==> config.mk <==
export PLATFORM = sky130hd
export DESIGN_NAME = rcb_host_wr_arb
export DESIGN_NICKNAME = d
export VERILOG_FILES = /design/src/rtl/rcb_host_wr_arb.sv
export SDC_FILE = /design/constraint.sdc
export NUM_CORES = 1
export LEC_CHECK = 0
export CAP_MARGIN = 20
export CORE_ASPECT_RATIO = 1.5
export CORE_UTILIZATION = 40
export DETAILED_ROUTE_END_ITERATION = 6
export PLACE_DENSITY_LB_ADDON = 0.12
export SLEW_MARGIN = 10
export SYNTH_ARGS = -nofsm -noshare
export SYNTH_HDL_FRONTEND = slang
export SYNTH_SLANG_ARGS = --single-unit
==> constraint.sdc <==
create_clock -name clk -period 5.5 [get_ports clk]
set_clock_uncertainty 0.05 [all_clocks]
set_input_delay 1.1 -clock clk [delete_from_list [all_inputs] [get_ports clk]]
set_output_delay 1.1 -clock clk [all_outputs]
set_load 0.01 [all_outputs]
==> src/rtl/rcb_host_wr_arb.sv <==
// RCB responder end of the host write path: captures one host write and
// arbitrates it against lookup reads onto a single-port byte-enabled RAM.
module rcb_host_wr_arb #(
  parameter int ADDR_WIDTH = 10,
  parameter int DATA_WIDTH = 64,
  parameter int BE_WIDTH   = DATA_WIDTH / 8,
  parameter int STARVE_MAX = 8
) (
  input  logic                  clk,
  input  logic                  reset_n,
  input  logic                  hpb_wr_req,
  input  logic [ADDR_WIDTH-1:0] hpb_wr_addr,
  input  logic [DATA_WIDTH-1:0] hpb_wr_data,
  input  logic [BE_WIDTH-1:0]   hpb_wr_byte_en,
  output logic                  rcb_wr_done,
  input  logic                  lkp_valid,
  output logic                  lkp_ready,
  input  logic [ADDR_WIDTH-1:0] lkp_addr,
  output logic                  lkp_rsp_valid,
  output logic [DATA_WIDTH-1:0] lkp_rsp_data,
  output logic                  ram_en,
  output logic                  ram_we,
  output logic [ADDR_WIDTH-1:0] ram_addr,
  output logic [BE_WIDTH-1:0]   ram_be,
  output logic [DATA_WIDTH-1:0] ram_wdata,
  input  logic [DATA_WIDTH-1:0] ram_rdata
);

  localparam int CW = (STARVE_MAX < 1) ? 1 : $clog2(STARVE_MAX + 1);
  localparam logic [CW-1:0] SMAX = CW'(STARVE_MAX);

  typedef enum logic [1:0] {IDLE, PEND, DONE, REL} state_e;

  state_e                state_q, state_d;
  logic [CW-1:0]         starve_q, starve_d;
  logic [ADDR_WIDTH-1:0] addr_q, addr_d;
  logic [DATA_WIDTH-1:0] data_q, data_d;
  logic [BE_WIDTH-1:0]   be_q, be_d;
  logic                  done_q, done_d;
  logic                  rd_v_q, rd_v_d;
  logic                  rsp_v_q, rsp_v_d;
  logic [DATA_WIDTH-1:0] rsp_data_q, rsp_data_d;
  logic                  write_go;
  logic                  lkp_acc;

  assign write_go = (state_q == PEND) &&
                    (!lkp_valid || (starve_q == SMAX));
  assign lkp_ready = !write_go;
  assign lkp_acc   = lkp_valid && lkp_ready;

  always_comb begin
    ram_en    = 1'b0;
    ram_we    = 1'b0;
    ram_addr  = '0;
    ram_be    = '0;
    ram_wdata = '0;
    if (write_go) begin
      ram_en    = 1'b1;
      ram_we    = 1'b1;
      ram_addr  = addr_q;
      ram_be    = be_q;
      ram_wdata = data_q;
    end else if (lkp_acc) begin
      ram_en   = 1'b1;
      ram_addr = lkp_addr;
    end
  end

  always_comb begin
    state_d  = state_q;
    starve_d = starve_q;
    addr_d   = addr_q;
    data_d   = data_q;
    be_d     = be_q;
    done_d   = 1'b0;
    unique case (state_q)
      IDLE: begin
        if (hpb_wr_req) begin
          addr_d   = hpb_wr_addr;
          data_d   = hpb_wr_data;
          be_d     = hpb_wr_byte_en;
          starve_d = '0;
          state_d  = PEND;
        end
      end
      PEND: begin
        if (write_go) begin
          done_d  = 1'b1;
          state_d = DONE;
        end else if (starve_q != SMAX) begin
          starve_d = starve_q + CW'(1);
        end
      end
      DONE: state_d = REL;
      // req stays high until hpb sees done; wait it out to avoid a re-capture
      REL: if (!hpb_wr_req) state_d = IDLE;
      default: state_d = IDLE;
    endcase
  end

  always_comb begin
    rd_v_d     = lkp_acc;
    rsp_v_d    = rd_v_q;
    rsp_data_d = rd_v_q ? ram_rdata : rsp_data_q;
  end

  always_ff @(posedge clk or negedge reset_n) begin
    if (!reset_n) begin
      state_q    <= IDLE;
      starve_q   <= '0;
      addr_q     <= '0;
      data_q     <= '0;
      be_q       <= '0;
      done_q     <= 1'b0;
      rd_v_q     <= 1'b0;
      rsp_v_q    <= 1'b0;
      rsp_data_q <= '0;
    end else begin
      state_q    <= state_d;
      starve_q   <= starve_d;
      addr_q     <= addr_d;
      data_q     <= data_d;
      be_q       <= be_d;
      done_q     <= done_d;
      rd_v_q     <= rd_v_d;
      rsp_v_q    <= rsp_v_d;
      rsp_data_q <= rsp_data_d;
    end
  end

  assign rcb_wr_done   = done_q;
  assign lkp_rsp_valid = rsp_v_q;
  assign lkp_rsp_data  = rsp_data_q;

endmodule

==> run_summary.xml <==
<?xml version="1.0" encoding="UTF-8"?>
<metrics>
  <group name="timing">
    <metric name="worst_tran_pin_value" unit="ns">0.8238</metric>
    <metric name="fin_tns_setup" unit="ns">0</metric>
    <metric name="rsz0062_at_grt" unit="">false</metric>
    <metric name="layout_worst_path_cycle_share" unit="">0.7920</metric>
    <metric name="setup_violations" unit="">0</metric>
    <metric name="final_critical_path_setup_slack" unit="ns">1.144</metric>
    <metric name="tmin_final" unit="ns">4.356</metric>
    <metric name="slew_headroom" unit="">0.4508</metric>
    <metric name="max_clock_freq" unit="MHz">229.6</metric>
    <metric name="drv_slew" unit="">0</metric>
    <metric name="final-hold-violation-count" unit="">0</metric>
  </group>
  <group name="grt">
    <metric name="grt_overflow" unit="">0</metric>
    <metric name="number_of_antenna_violations_at_the_first_check_in_global_routing" unit="">0</metric>
    <metric name="grt_start_max_net_pins" unit="">83</metric>
    <metric name="first_global_vias" unit="">4907</metric>
    <metric name="grt_first_pass_wirelength" unit="mm">27.22</metric>
    <metric name="globalRouteTotalUtil" unit="">0.2139</metric>
  </group>
  <group name="cts">
    <metric name="clock-root-buffer" unit="">clkbuf_16</metric>
    <metric name="tritoncts_clock_tree" unit="">built</metric>
    <metric name="postCtsSetupRepairBufs" unit="">0</metric>
    <metric name="source_to_sink_clock_delay_at_the_later_pin_of_the_worst_skew_pair" unit="ns">0.41</metric>
    <metric name="cts_made_buffers" unit="">17</metric>
    <metric name="clkSlewWorstSetupHoldPaths" unit="ns">0.06</metric>
    <metric name="ctsResizeCount" unit="">0</metric>
    <metric name="ctsHoldBuffers" unit="">0</metric>
    <metric name="tritoncts_num_sinks" unit="">155</metric>
    <metric name="cts_max_level" unit="">4</metric>
    <metric name="clock_path_buffers" unit="">2</metric>
  </group>
  <group name="critical_path">
    <metric name="worst_ep_required_time" unit="ns">4.35</metric>
    <metric name="worstReg2RegEnd" unit="">data_q[28]$_DFFE_PN0P_</metric>
    <metric name="maximum_single_stage_delay_on_the_critical_path" unit="ns">0.54</metric>
    <metric name="slowest_cp_cell" unit="">clkdlybuf4s50_1</metric>
    <metric name="setup.worst_path.start" unit="">lkp_valid</metric>
    <metric name="critical_path_peak_fanout" unit="">37</metric>
    <metric name="critical_path.reg2reg.startpoint" unit="">state_q[1]$_DFFE_PN0P_</metric>
    <metric name="crit_arrival" unit="ns">3.21</metric>
    <metric name="worst-setup-path-type" unit="">primary input to primary output</metric>
    <metric name="cp_cell_sequence" unit="">clkdlybuf4s50_1, nand2b_1, nand2_2, buf_4, and2_1, clkdlybuf4s50_1</metric>
    <metric name="worstSetupEndpointType" unit="">primary output</metric>
    <metric name="setup.worst_path.end" unit="">ram_wdata[34]</metric>
    <metric name="worst_r2r_path_depth" unit="">5</metric>
    <metric name="reg_to_reg_setup_timing_slack" unit="ns">3.43</metric>
    <metric name="critical-path-top-cell-by-count" unit="">clkdlybuf4s50_1</metric>
    <metric name="critical_path.startpoint_type" unit="">primary input</metric>
  </group>
  <group name="floorplanning">
    <metric name="core" unit="mm2">0.01612</metric>
    <metric name="fp.dieW" unit="um">106.6</metric>
    <metric name="row_count" unit="">57</metric>
    <metric name="die-area" unit="mm2">0.01692</metric>
    <metric name="die_y" unit="um">158.8</metric>
    <metric name="initial_core_util" unit="">0.4069</metric>
    <metric name="io_pins" unit="">311</metric>
  </group>
  <group name="status">
    <metric name="run_status" unit="">completed</metric>
  </group>
  <group name="routing">
    <metric name="initialDrtViolationCount" unit="">155</metric>
    <metric name="avgViaCountPerCell" unit="">4.780</metric>
    <metric name="drt_first_pass_iters" unit="">4</metric>
    <metric name="routed-via-count" unit="">4670</metric>
    <metric name="routed_wirelength" unit="mm">17.71</metric>
    <metric name="drtAntennaViolNets" unit="">0</metric>
    <metric name="remaining_drc_errors" unit="">0</metric>
    <metric name="wl_per_cell" unit="um">18.12</metric>
  </group>
  <group name="placed_design">
    <metric name="placedCellCount" unit="">944</metric>
    <metric name="globalplace.congestion" unit="">0.7635</metric>
    <metric name="post-dp-hpwl" unit="mm">13.33</metric>
    <metric name="portBuffers" unit="">310</metric>
    <metric name="placement_stage_worst_setup_slack" unit="ns">1.130</metric>
  </group>
  <group name="cells_and_area">
    <metric name="final_cells" unit="">977</metric>
    <metric name="layout.nets" unit="">924</metric>
    <metric name="filler_cell_count" unit="">1260</metric>
    <metric name="post-route-util" unit="">0.6448</metric>
    <metric name="synthToLayoutAreaGrowth" unit="%">58.45</metric>
    <metric name="final_layout_size_suffix_gt1_frac" unit="">0.2503</metric>
    <metric name="diodes" unit="">0</metric>
  </group>
  <group name="pwr">
    <metric name="worst_ir_drop_vdd" unit="uV">262.2</metric>
    <metric name="static_leakage" unit="nW">4.340</metric>
    <metric name="powerDensity" unit="mW/mm2">409.4</metric>
  </group>
  <group name="hold_path">
    <metric name="min-delay-path-class" unit="">flip-flop to flip-flop</metric>
  </group>
  <group name="synth">
    <metric name="post_synth_instance_area" unit="mm2">0.006559</metric>
    <metric name="yosys_warnings" unit="">0</metric>
    <metric name="synth-seq-area-share" unit="">0.5914</metric>
    <metric name="ys_seq_elements" unit="">155</metric>
    <metric name="number_of_nets_in_the_synthesized_netlist" unit="">614</metric>
    <metric name="synth_cell_type_count" unit="">28</metric>
    <metric name="netlist_instances" unit="">448</metric>
    <metric name="synthesis.area_per_instance" unit="um2">14.64</metric>
  </group>
  <group name="flow_run">
    <metric name="maxCapViolations" unit="">0</metric>
  </group>
</metrics>
metal layers:
layer	part of all wire	GRT usage	wire [um]	vias up
met3	0.081	0.06568	1437	21
met1	0.36	0.2321	6446	2269
met4	0.019	0.07534	339	0
met2	0.54	0.3867	9485	212
li1	-	-	-	2168
met5	0	0	0	-
critical path, delay by kind of cell:
kind	cells	cell delay, ns
buf+inv	3	1.37
simple gates	3	0.71
area by class of cell:
| class | count | area [um2] | share of cell area |
|---|---|---|---|
| tap | 206 | 257.7 | 0.02480 |
| inverter | 6 | 22.52 | 0.002167 |
| sequential | 155 | 3880 | 0.3733 |
| multi-input combinational | 262 | 2472 | 0.2379 |
| timing repair buffer | 316 | 3162 | 0.3042 |
| clock buffer | 21 | 460.4 | 0.04431 |
| clock inverter | 11 | 137.6 | 0.01324 |
cell usage after synthesis:
| library cell | n | share of area |
|---|---|---|
| dfrtp_1 | 155 | 0.59 |
| mux2_2 | 149 | 0.26 |
| and2_1 | 73 | 0.070 |
| a22o_1 | 11 | 0.015 |
| buf_2 | 9 | 0.0069 |
| buf_6 | 9 | 0.015 |
| clkbuf_2 | 6 | 0.0046 |
| ha_1 | 6 | 0.011 |
| inv_1 | 6 | 0.0034 |
| nand2_1 | 2 | 0.0011 |
| nand2_2 | 2 | 0.0019 |
| nand2b_1 | 2 | 0.0019 |
| nand3_1 | 2 | 0.0015 |
| o21ai_0 | 2 | 0.0015 |
| a211oi_1 | 1 | 0.0011 |
| a21bo_2 | 1 | 0.0015 |
| a21boi_0 | 1 | 0.0011 |
| a31o_2 | 1 | 0.0013 |
| a41oi_1 | 1 | 0.0013 |
| and3b_1 | 1 | 0.0013 |
| clkbuf_8 | 1 | 0.0021 |
| mux2i_1 | 1 | 0.0015 |
| nand4b_2 | 1 | 0.0023 |
| nor2b_1 | 1 | 0.00095 |
| nor3_1 | 1 | 0.00076 |
| nor4_1 | 1 | 0.00095 |
| o22a_1 | 1 | 0.0013 |
| or2_2 | 1 | 0.00095 |
registers in the layout, indices dropped and copies added (netlist names):
signal	cells
addr_q	10
be_q	8
data_q	64
lkp_rsp_data	64
lkp_rsp_valid	1
rcb_wr_done	1
rd_v_q	1
starve_q	4
state_q	2
kinds of logic after synthesis:
family          count (synthesis)  synth area share
fa+ha+maj                       6           0.01145
compound gates                 19           0.02404
flops                         155            0.5914
mux                           150            0.2573
simple gates                   87           0.08337
buf+inv                        31           0.03243
cells in the final DEF, fill, tap and decap left out, types with 2 or more instances in the layout:
master,instances
nand3_1,2
clkinv_4,4
nand2_1,2
mux2_2,149
and2_1,73
clkbuf_8,2
buf_4,5
bufinv_16,2
clkinvlp_4,3
clkbuf_1,2
a22o_1,11
nand2b_1,2
dfrtp_1,154
ha_1,6
inv_1,6
o21ai_0,2
clkbuf_16,17
clkdlybuf4s50_1,309
how the worst min path moves through the flow:
stage                                          to  cells past startpoint                    from  slack, ns
after floorplan           lkp_rsp_valid$_DFF_PN0_                      0        rd_v_q$_DFF_PN0_       0.30
after global routing        data_q[3]$_DFFE_PN0P_                      1   data_q[3]$_DFFE_PN0P_       0.46
after CTS                   data_q[0]$_DFFE_PN0P_                      1   data_q[0]$_DFFE_PN0P_       0.45
after detailed placement   data_q[59]$_DFFE_PN0P_                      1  data_q[59]$_DFFE_PN0P_       0.44
after global placement     data_q[60]$_DFFE_PN0P_                      1  data_q[60]$_DFFE_PN0P_       0.43
final                      data_q[59]$_DFFE_PN0P_                      1  data_q[59]$_DFFE_PN0P_       0.44
power breakdown:
part	leakage [nW]	internal, W	total (W)	switching [W]
combinational	2.23	0.000851	0.00136	0.000508
sequential	1.83	0.00152	0.00172	0.000203
clock	0.282	0.000700	0.00117	0.000472
stage by stage:
step                      total power [W]  hold WS [ns]  instance area, um2
final                            0.004255        0.4445               10390
after CTS                        0.004311        0.4499               10370
after global placement           0.003064        0.4288                9774
after floorplan                  0.002464        0.2987                6559
after detailed placement         0.003122        0.4362                9774
after global routing             0.004492        0.4553               10390
Note: power is estimated with default switching activity, not from simulation.
